$ cat src/rtl/pipe_pkg.sv
// Shared types for pipeline stage registers: handshake state, occupancy width
// and the packed inter-stage bundles with their bubble values.
package pipe_pkg;

    localparam int unsigned OCC_W = 2;

    typedef enum logic [1:0] {
        EMPTY = 2'd0,
        ONE   = 2'd1,
        TWO   = 2'd2
    } pipe_state_t;

    // Fetch -> decode; a bubble carries the canonical nop encoding.
    typedef struct packed {
        logic [31:0] pc;
        logic [31:0] instr;
    } fd_bundle_t;

    localparam fd_bundle_t FD_BUBBLE = '{pc: 32'h0000_0000, instr: 32'h0000_0013};

    typedef struct packed {
        logic [3:0]  op_type;
        logic [4:0]  rd;
        logic [4:0]  rs1;
        logic [4:0]  rs2;
        logic [31:0] imm;
    } de_bundle_t;

    // op_type 1 is the no-operation class downstream decoders ignore.
    localparam de_bundle_t DE_BUBBLE = '{op_type: 4'd1, rd: 5'd0, rs1: 5'd0,
                                         rs2: 5'd0, imm: 32'h0000_0000};

    typedef struct packed {
        logic        wb_en;
        logic [4:0]  rd;
        logic [31:0] result;
    } ew_bundle_t;

    localparam ew_bundle_t EW_BUBBLE = '{wb_en: 1'b0, rd: 5'd0, result: 32'h0000_0000};

    function automatic logic [OCC_W-1:0] state_to_occ(input pipe_state_t s);
        return OCC_W'(s);
    endfunction

endpackage

$ cat src/rtl/pipe_stage_reg_sat_counter.sv
// Saturating up-counter with synchronous clear; holds at all-ones.
module sat_counter #(
    parameter int unsigned W = 16
) (
    input  logic         clk,
    input  logic         rstn,
    input  logic         clear,
    input  logic         inc,
    output logic [W-1:0] count
);

    localparam logic [W-1:0] MAX_C = {W{1'b1}};
    localparam logic [W-1:0] ONE_C = W'(1'b1);

    logic [W-1:0] count_r;

    // Count register: reset/clear to zero, increment until saturated.
    always_ff @(posedge clk) begin
        if (!rstn) begin
            count_r <= '0;
        end else if (clear) begin
            count_r <= '0;
        end else if (inc && (count_r != MAX_C)) begin
            count_r <= count_r + ONE_C;
        end else begin
            count_r <= count_r;
        end
    end

    assign count = count_r;

endmodule

$ cat src/rtl/pipe_stage_reg.sv
// Parametrised pipeline stage register with valid/ready handshake, optional
// 2-entry skid buffer, flush-to-bubble, occupancy and saturating stall count.
module pipe_stage_reg
    import pipe_pkg::*;
#(
    parameter int unsigned      WIDTH  = 32,
    parameter logic [WIDTH-1:0] BUBBLE = '0,
    parameter bit               SKID   = 1'b1,
    parameter int unsigned      CNT_W  = 16
) (
    input  logic             clk,
    input  logic             rstn,
    input  logic             flush,
    input  logic             in_valid,
    output logic             in_ready,
    input  logic [WIDTH-1:0] in_data,
    output logic             out_valid,
    input  logic             out_ready,
    output logic [WIDTH-1:0] out_data,
    output logic [OCC_W-1:0] occupancy,
    output logic [CNT_W-1:0] stall_cnt
);

    pipe_state_t      state_r;
    pipe_state_t      state_nxt_s;
    logic [WIDTH-1:0] main_r;
    logic [WIDTH-1:0] main_nxt_s;
    logic [WIDTH-1:0] skid_r;
    logic [WIDTH-1:0] skid_nxt_s;
    logic             out_valid_r;
    logic             in_ready_r;
    logic [OCC_W-1:0] occ_r;
    logic             in_ready_s;
    logic             accept_s;
    logic             pop_s;
    logic             stall_inc_s;

    // Handshake qualifiers; the skid variant never looks at out_ready for in_ready.
    always_comb begin
        if (SKID) begin
            in_ready_s = in_ready_r;
        end else begin
            in_ready_s = ~out_valid_r | out_ready;
        end
        accept_s    = in_valid & in_ready_s & ~flush;
        pop_s       = out_valid_r & out_ready;
        stall_inc_s = out_valid_r & ~out_ready & ~flush;
    end

    // State and payload registers; flush folds into the next-state logic.
    always_ff @(posedge clk) begin
        if (!rstn) begin
            state_r     <= EMPTY;
            main_r      <= BUBBLE;
            skid_r      <= BUBBLE;
            out_valid_r <= 1'b0;
            in_ready_r  <= 1'b1;
            occ_r       <= '0;
        end else begin
            state_r     <= state_nxt_s;
            main_r      <= main_nxt_s;
            skid_r      <= skid_nxt_s;
            out_valid_r <= (state_nxt_s != EMPTY);
            in_ready_r  <= (state_nxt_s != TWO);
            occ_r       <= state_to_occ(state_nxt_s);
        end
    end

    // Next-state: without a skid buffer an accept while full always coincides with a pop.
    always_comb begin
        state_nxt_s = state_r;
        if (flush) begin
            state_nxt_s = EMPTY;
        end else begin
            case (state_r)
                EMPTY: begin
                    if (accept_s) begin
                        state_nxt_s = ONE;
                    end else begin
                        state_nxt_s = EMPTY;
                    end
                end
                ONE: begin
                    if (accept_s && !pop_s) begin
                        state_nxt_s = SKID ? TWO : ONE;
                    end else if (!accept_s && pop_s) begin
                        state_nxt_s = EMPTY;
                    end else begin
                        state_nxt_s = ONE;
                    end
                end
                TWO: begin
                    if (pop_s) begin
                        state_nxt_s = ONE;
                    end else begin
                        state_nxt_s = TWO;
                    end
                end
                default: state_nxt_s = EMPTY;
            endcase
        end
    end

    // Payload movement: main is always the head, skid the second entry.
    always_comb begin
        main_nxt_s = main_r;
        skid_nxt_s = skid_r;
        if (flush) begin
            main_nxt_s = BUBBLE;
            skid_nxt_s = BUBBLE;
        end else begin
            case (state_r)
                EMPTY: begin
                    if (accept_s) begin
                        main_nxt_s = in_data;
                    end else begin
                        main_nxt_s = main_r;
                    end
                end
                ONE: begin
                    if (accept_s && pop_s) begin
                        main_nxt_s = in_data;
                    end else if (accept_s) begin
                        skid_nxt_s = in_data;
                    end else if (pop_s) begin
                        main_nxt_s = BUBBLE;
                    end else begin
                        main_nxt_s = main_r;
                    end
                end
                TWO: begin
                    if (pop_s) begin
                        main_nxt_s = skid_r;
                        skid_nxt_s = BUBBLE;
                    end else begin
                        main_nxt_s = main_r;
                    end
                end
                default: begin
                    main_nxt_s = BUBBLE;
                    skid_nxt_s = BUBBLE;
                end
            endcase
        end
    end

    sat_counter #(
        .W (CNT_W)
    ) u_stall_cnt (
        .clk   (clk),
        .rstn  (rstn),
        .clear (1'b0),
        .inc   (stall_inc_s),
        .count (stall_cnt)
    );

    assign in_ready  = in_ready_s;
    assign out_valid = out_valid_r;
    assign out_data  = main_r;
    assign occupancy = occ_r;

endmodule

$ cat config.mk
export PLATFORM = sky130hd
export DESIGN_NAME = pipe_stage_reg
export DESIGN_NICKNAME = d
export VERILOG_FILES = /design/src/rtl/pipe_pkg.sv /design/src/rtl/pipe_stage_reg_sat_counter.sv /design/src/rtl/pipe_stage_reg.sv
export SDC_FILE = /design/constraint.sdc
export NUM_CORES = 1
export LEC_CHECK = 0
export CORE_UTILIZATION = 45
export DETAILED_ROUTE_END_ITERATION = 10
export GPL_ROUTABILITY_DRIVEN = 0
export PLACE_DENSITY_LB_ADDON = 0.15
export SLEW_MARGIN = 20
export SYNTH_ARGS = -nofsm -noshare
export SYNTH_HDL_FRONTEND = slang
export SYNTH_SLANG_ARGS = --single-unit
$ cat constraint.sdc
create_clock -name clk -period 3 [get_ports clk]
set_input_delay 0.6 -clock clk [delete_from_list [all_inputs] [get_ports clk]]
set_output_delay 0.6 -clock clk [all_outputs]
set_load 0.1 [all_outputs]
# After elaboration in Yosys (flattened, before gate mapping)
# Cells that the tools add are included.
# classes
n_addsub	1
eq_ne	10
mux	14
bitwise	9
reduce_logical	11
# ops
cell	n
32-bit two-way mux	6
32-bit one-hot mux with 3 select lines	2
16-bit by 1-bit adder with 16-bit output, second input constant	1
16-bit inequality test, second input constant	1
2-bit inequality test, second input constant	5
4-bit AND reduction	2
2-bit two-way mux	3
3-bit inequality test, second input constant	2
2-bit one-hot mux with 3 select lines	1
1-bit AND	5
1-bit logical AND	4
1-bit NOT	4
2-bit by 1-bit equality test with 1-bit output, second input constant	1
2-bit equality test, second input constant	1
1-bit logical NOT	2
2-bit logical NOT	1
1-bit two-way mux	2
2-bit nonzero test	1
2-bit OR reduction	1
# word_totals
reg_bits	84
in_bits	37
out_inout_bits	52
word_cells	51

# Logic depth before layout (Yosys ltp)
# Gate-level depths: netlist (run 1).
# depth
ltp_word	9
mapped_depth	8
depth_no_buf	7

# By module
# A second synthesis (run 1) with hierarchy kept.
# unflattened
cells_unflattened	346
area_unflattened_um2	3515.9
# by_module_without_submodules
mod	instances	cells_each	area_per_inst_um2	seq_area_each_um2
pipe_stage_reg	1	255	2651.3	1361.3
sat_counter	1	91	864.6	320.3

# Worst setup path after synthesis (run 1)
# No wires, ideal clock.
# synth_path
path_type	reg2reg
start	register out_valid_r (netlist: out_valid)
end	register u_stall_cnt.count_r[13] (netlist: u_stall_cnt.count[13])
setup_ns	0.070
arrival_ns	2.629
required_ns	2.930
path_slack_ns	0.301
stages_incl_launch_ff	7
path_buffers	2
period_less_slack_ns	2.699
path_cell_list	dfxtp_1 or3b_1 buf_6 or3_4 buf_6 or4_1 a21oi_1
# synth_between
elab_chain_len	3
# synth_lines
element	line	text
from (decl)	pipe_stage_reg.sv:30	logic out_valid_r;
from (signal assigned)	pipe_stage_reg.sv:63	out_valid_r <= (state_nxt_s != EMPTY);
1-bit AND (2 in series)	pipe_stage_reg.sv:47	stall_inc_s = out_valid_r & ~out_ready & ~flush;
1-bit logical AND	pipe_stage_reg_sat_counter.sv:23	end else if (inc && (count_r != MAX_C)) begin
to (signal assigned)	pipe_stage_reg_sat_counter.sv:24	count_r <= count_r + ONE_C;
to (signal assigned)	pipe_stage_reg_sat_counter.sv:26	count_r <= count_r;
to (decl)	pipe_stage_reg_sat_counter.sv:15	logic [W-1:0] count_r;
# No other way between the ends.
# A chain may end at the register's enable or synchronous reset.

# Worst setup path in the final report (run 1)
# layout_path
start	input port flush
end	register skid_r[31]
# layout_between
elab_chain_len	5
elab_cells_between_ends	7
classes_between	eq/ne: 2; bitwise: 2; reduce/logical: 3
# layout_lines
element	line	text
from (decl)	pipe_stage_reg.sv:13	input logic flush,
1-bit NOT	pipe_stage_reg.sv:45	accept_s = in_valid & in_ready_s & ~flush;
1-bit AND	pipe_stage_reg.sv:45	
1-bit logical AND	pipe_stage_reg.sv:121	if (accept_s && pop_s) begin
2-bit inequality test (no line)	n/a	
4-bit AND reduction (no line)	n/a	
to (signal assigned)	pipe_stage_reg.sv:62	skid_r <= skid_nxt_s;
to (decl)	pipe_stage_reg.sv:28	logic [WIDTH-1:0] skid_r;
# Several ways; a longest one is shown, not always the timed one.

==> summary.md, run 1 <==
| Metric | Value |
|---|---|
| Crit-path max cell delay | `570 ps` |
| Peak supply drop | `0.3212 mV` |
| Clock tree root buffer cell | `clkbuf_8` |
| Synth Area in Compound Gates | `25.26%` |
| 1st-iter DRT viols | `271` |
| Post-Synth Adder-Cell Area | `1.083%` |
| Antenna diodes | `0` |
| Commonest cells after routing, fill and taps aside | `84 x dfxtp_1, 67 x buf_4, 47 x nand2_1` |
| Slew Viols, Final | `0` |
| Final setup fails | `0` |
| CP Capture Type | `register` |
| Post-Synth Simple-Gate Area | `19.45%` |
| CP Max Fanout | `40` |
| Chip height | `89.78 um` |
| Rows | `31` |
| Clock Power Share | `32.6%` |
| Hold buffers post-CTS | `0` |
| Global-route wire length before repair | `14400 um` |
| CTS H-tree lvls | `3` |
| Later-pin clock latency in the skew report | `350 ps` |
| Clock Skews | `5.673 ps` |
| Clk slew on worst S/H paths | `80 ps` |
| Post-Synth XOR/XNOR Area | `0%` |
| Largest net degree at the start of global routing | `41` |
| Most used cell, CP | `buf_4` |
| Unrepaired setup endpoints after global routing | `false` |
| Die area | `8060 um2` |
| Sequential power share | `54.2%` |
| NetSw | `0.5752 mW` |
| Int Pwr | `1.525 mW` |
| Synthesized cell area | `3467 um2` |
| DP HPWL | `5856 um` |
| Combinational group share of total power | `13.2%` |
| Syn Nets | `431` |
| PostCTS Resize Cnt | `0` |
| Worst slew pin tran | `746.3 ps` |
| DRC | `0` |
| Commonest non-fill, non-tap cell in the layout | `dfxtp_1` |
| Initial antenna violation count | `0` |
| Final wirelength | `8527 um` |
| Status | `finished clean` |
| Crit path launch type | `primary input` |
| Die X-Extent | `89.78 um` |
| CP top delay family | `buffers and inverters` |
| IO Port Bufs | `88` |
| Clk sinks | `84` |
| Switch share | `27.39%` |
| Area Overhead vs Synth | `31.54%` |
| Static leakage | `1.684 nW` |
| Flop and latch count out of synthesis | `84` |
| Post-CTS Setup Bufs | `0` |
| TNS Setup | `0 ps` |
| Total core area | `7331 um2` |
| Critical Path, Cell by Cell | `clkdlybuf4s50_1 -> nand3b_1 -> inv_1 -> ha_1 -> nor4bb_1 -> buf_4 -> o21ai_4 -> buf_4 -> nand3_1 -> o21ai_0` |
| Worst hold path type | `register to register` |
| Overflow after GRT | `0` |
| CTS Buffer Depth | `2` |
| Initial Util | `47.29%` |
| Kind of critical path | `primary input to register` |
| Ports | `89` |
| Post-synthesis area per instance | `8.867 um2` |
| Layout cell share with drive strength beyond 1 | `18.75%` |
| Global-route usage over all layers | `22.06%` |
| CTS tree | `yes` |
| Tcrit/Tclk final | `82.73%` |
| Worst EP arrival | `2710 ps` |
| Worst EP required | `3220 ps` |
| Routed WL per cell | `14.73 um` |
| Vias per inst | `5.566` |
| Syn Inst Count | `391` |
| Number of buffers created by CTS | `9` |
| Seq/Total Area, Yosys | `48.50%` |
| Yosys cell types | `34` |
| Max Cap Viol | `0` |
| Power Dens Cells | `460.4 nW/um2` |
| Nets | `515` |
| Routed vias | `3223` |
| Yosys Warn Count | `0` |
| Worst path slowest cell | `clkdlybuf4s50_1` |
| WP buf/inv | `4` |
| Fin. Hold Viols | `0` |
| Largest family of logic cells by synthesized area | `compound AO/OA/AOI/OAI gates` |
| Tmin final | `2482 ps` |
| Max_slew headroom | `49.87%` |
| Min Hold Slack | `466.3 ps` |
| Number of global-route vias before repair | `2942` |
| Antenna-violating nets left | `0` |
| Multiplexer share of the synthesized area | `1.155%` |
| Drt pass-1 iters | `4` |
| Max Clock Freq | `402.9 MHz` |
## sequential cells by signal, summed over array words and instances, names as in the netlist
name               flops
u_stall_cnt.count     16
out_data              32
skid_r                32
out_valid              1
in_ready               1
occupancy              2
## metal layers
layer,up-vias,track usage [%],share of wire (%)
met5,-,0,0
met4,0,7.377,1.3
met3,11,4.399,4.9
met2,85,34.36,46
met1,1496,30.54,48
li1,1631,-,-
## cell usage after synthesis
| cell type | n | area share [%] |
|---|---|---|
| and2_1 | 1 | 0.18 |
| nor3_1 | 3 | 0.43 |
| a31oi_1 | 3 | 0.54 |
| nor4_1 | 5 | 0.90 |
| or4_1 | 6 | 1.3 |
| o2bb2ai_1 | 32 | 8.1 |
| a21oi_1 | 12 | 1.7 |
| nor2b_1 | 1 | 0.18 |
| mux2i_1 | 4 | 1.2 |
| nor4bb_1 | 1 | 0.29 |
| inv_1 | 6 | 0.65 |
| dfxtp_1 | 84 | 49 |
| or3b_1 | 1 | 0.25 |
| a22oi_1 | 32 | 6.9 |
| nand3_1 | 38 | 5.5 |
| nor2_1 | 6 | 0.65 |
| o31ai_1 | 7 | 1.5 |
| ha_1 | 3 | 1.1 |
| nand3b_1 | 3 | 0.65 |
| clkbuf_1 | 30 | 3.2 |
| a211oi_1 | 1 | 0.22 |
| buf_6 | 2 | 0.65 |
| and3_1 | 3 | 0.54 |
| a31o_2 | 1 | 0.25 |
| or3_1 | 3 | 0.54 |
| or2_1 | 1 | 0.18 |
| o211ai_1 | 1 | 0.22 |
| or3_4 | 1 | 0.32 |
| o21ai_0 | 36 | 5.2 |
| nor3b_1 | 3 | 0.65 |
| o21ai_1 | 4 | 0.58 |
| nand4_1 | 5 | 0.90 |
| nand2_1 | 47 | 5.1 |
| nand2b_1 | 5 | 0.90 |
## final cells by class
cell class	instances	area, um2
clock buffers	12	135.1
clock inverters	4	26.28
fillers	640	2770
inverters	6	22.52
multi-input cells	269	1668
flip-flops and latches	84	1682
well taps	99	123.9
repair buffers	105	903.4
## cells by family after synthesis
family | count (synthesis)
and+or+nand+nor | 133
AOI/OAI and AO/OA | 129
DFF | 84
buffers and inverters | 38
muxes | 4
adders and majority gates | 3
## worst paths after layout
path                 from              endpoint  slack (ps)  depth (start not counted)
max                 flush            skid_r[31]         520                         10
min          out_data[23]          out_data[23]         470                          1
max reg2reg     out_valid  u_stall_cnt.count[9]         890                          4
min reg2reg  out_data[23]          out_data[23]         470                          1
## stage by stage
stage / instances / setup WS [ps] / util, % / power [mW] / cell area, um2
after global routing: 579 / 377.7 / 62.21 / 2.193 / 4561
final: 579 / 518.1 / 62.21 / 2.100 / 4561
after floorplan: 391 / 301.0 / - / 1.329 / 3467
after detailed placement: 563 / 164.1 / 60.01 / 1.443 / 4399
after CTS: 579 / 529.9 / 62.21 / 2.127 / 4561
after global placement: 563 / 225.6 / 60.01 / 1.441 / 4399
## power groups by stage
stage	Sequential, mW	Clock, mW	Combinational (mW)
6_report	1.14	0.684	0.278
5_1_grt	1.14	0.759	0.294
4_1_cts	1.14	0.710	0.280
3_5_place_dp	1.16	0	0.279
3_3_place_gp	1.16	0	0.278
2_1_floorplan	1.26	0	0.0676
No activity file was read; power rests on OpenSTA's default activity.
==> run 2, diff against run 1 <==
Settings changed: CORE_UTILIZATION 45 to 44.
Clock period 3 ns to 2.1 ns, I/O delays scaled along.
==> summary.md, run 2 (synthesis gave the netlist of run 1 again) <==
| Metric | Value |
|---|---|
| Status | `finished clean` |
| Routed WL per cell | `14.84 um` |
| Slew Viols, Final | `0` |
| WHS Endpoint | `skid_r[12]` |
| Layout cell share with drive strength beyond 1 | `25.41%` |
| Ports | `89` |
| Kind of critical path | `primary input to register` |
| Die X-Extent | `90.77 um` |
| Rows | `32` |
| Post-CTS Setup Bufs | `0` |
| Nets | `527` |
| Global-route usage over all layers | `22.73%` |
| CTS Buffer Depth | `2` |
| R2r setup slk | `250 ps` |
| Drt pass-1 iters | `4` |
| Hold path startpoint | `skid_r[12]` |
| Peak supply drop | `0.5706 mV` |
| Reg2reg start | `out_valid` |
| Hold depth | `2` |
| Clk sinks | `84` |
| Number of global-route vias before repair | `3117` |
| Max Clock Freq | `493.8 MHz` |
| Power Dens Cells | `678.4 nW/um2` |
| Initial antenna violation count | `0` |
| Max_slew headroom | `74.94%` |
| Clock Skews | `11.56 ps` |
| Final setup fails | `0` |
| DRC | `0` |
| Tcrit/Tclk final | `96.44%` |
| Fin. Hold Viols | `0` |
| Commonest cells after routing, fill and taps aside | `75 x buf_4, 64 x dfxtp_1, 47 x nand2_1` |
| Antenna diodes | `0` |
| Worst slew pin tran | `376.0 ps` |
| Crit path launch type | `primary input` |
| Worst EP arrival | `2320 ps` |
| Number of buffers created by CTS | `9` |
| PostCTS Resize Cnt | `0` |
| Total core area | `7687 um2` |
| CTS H-tree lvls | `3` |
| Initial Util | `45.10%` |
| Clk slew on worst S/H paths | `90 ps` |
| Reg2reg path depth | `4` |
| Routed vias | `3308` |
| Area Overhead vs Synth | `38.11%` |
| FF-to-FF End | `u_stall_cnt.count[13]` |
| Vias per inst | `5.569` |
| 1st-iter DRT viols | `176` |
| Hold buffers post-CTS | `0` |
| Clock tree root buffer cell | `clkbuf_8` |
| Chip height | `90.77 um` |
| Final wirelength | `8816 um` |
| Antenna-violating nets left | `0` |
| CP Max Fanout | `6` |
| Worst EP required | `2390 ps` |
| Min Hold Slack | `465.3 ps` |
| Static leakage | `1.802 nW` |
| Unrepaired setup endpoints after global routing | `true` |
| Die area | `8238 um2` |
| DP HPWL | `5821 um` |
| Commonest non-fill, non-tap cell in the layout | `buf_4` |
| Setup crit start | `flush` |
| CP Capture Type | `register` |
| Max Cap Viol | `0` |
| Overflow after GRT | `0` |
| Global-route wire length before repair | `15130 um` |
| CTS tree | `yes` |
| Later-pin clock latency in the skew report | `360 ps` |
| Tmin final | `2025 ps` |
| Worst hold path type | `register to register` |
| IO Port Bufs | `88` |
| TNS Setup | `0 ps` |
| Largest net degree at the start of global routing | `41` |
run 2: cell types whose count changed in the layout (fill, tap and decap cells not counted), moves of 3 or more:
cell and delta:
buf_12 +4, buf_4 +8, clkbuf_1 -3, dfxtp_1 -20
dfxtp_2 +16, dfxtp_4 +4
run 2: through the flow:
| stage | cell area (um2) | total power [mW] | setup slack (ps) | utilization [%] | std cells |
|---|---|---|---|---|---|
| global placement | 4566 | 2.072 | -266.9 | 59.39 | 578 |
| finish | 4788 | 3.248 | 74.86 | 62.29 | 594 |
| CTS | 4776 | 3.274 | 79.22 | 62.13 | 594 |
| global route | 4788 | 3.379 | -16.32 | 62.29 | 594 |
| detailed placement | 4566 | 2.073 | -282.6 | 59.39 | 578 |
| floorplan | 3502 | 1.895 | -62.41 | - | 391 |
run 2: area by class of cell:
type                       count  area [um2]
multi-input combinational    269        1668
fill                         665        2899
tap                          102       127.6
sequential                    84        1717
clock inverter                 6       72.57
timing repair buffer         117        1044
inverter                       6       22.52
clock buffer                  10       137.6
run 2: how the worst max path moves through the flow:
stage                                        to  slack (ps)  depth (start not counted)
after CTS                            skid_r[18]          80                         10
after global routing               out_data[13]         -20                          9
after detailed placement   u_stall_cnt.count[5]        -280                          6
after floorplan           u_stall_cnt.count[13]         -60                          6
final                     u_stall_cnt.count[13]          70                          5
after global placement    u_stall_cnt.count[13]        -270                          5
run 2: layer usage:
metal	share of wire (%)	routed length, um	global-route usage, %	up-vias
li1	-	-	-	1649
met2	46	4038	36.62	91
met1	48	4198	29.58	1556
met3	5.1	452	6.229	12
met5	0	0	0	-
met4	1.4	127	6.720	0
run 2: worst max-delay path, cell delays in order:
cell and delay, ps:
clkdlybuf4s50_1 440, or3b_1 460, or3_4 380, or4_1 480
a21oi_1 140
run 2: where the power goes:
| part | internal, mW | total [mW] | switching (mW) |
|---|---|---|---|
| combinational | 0.151 | 0.414 | 0.263 |
| clock | 0.595 | 1.21 | 0.617 |
| sequential | 1.61 | 1.62 | 0.0148 |
| total | 2.35 | 3.25 | 0.895 |
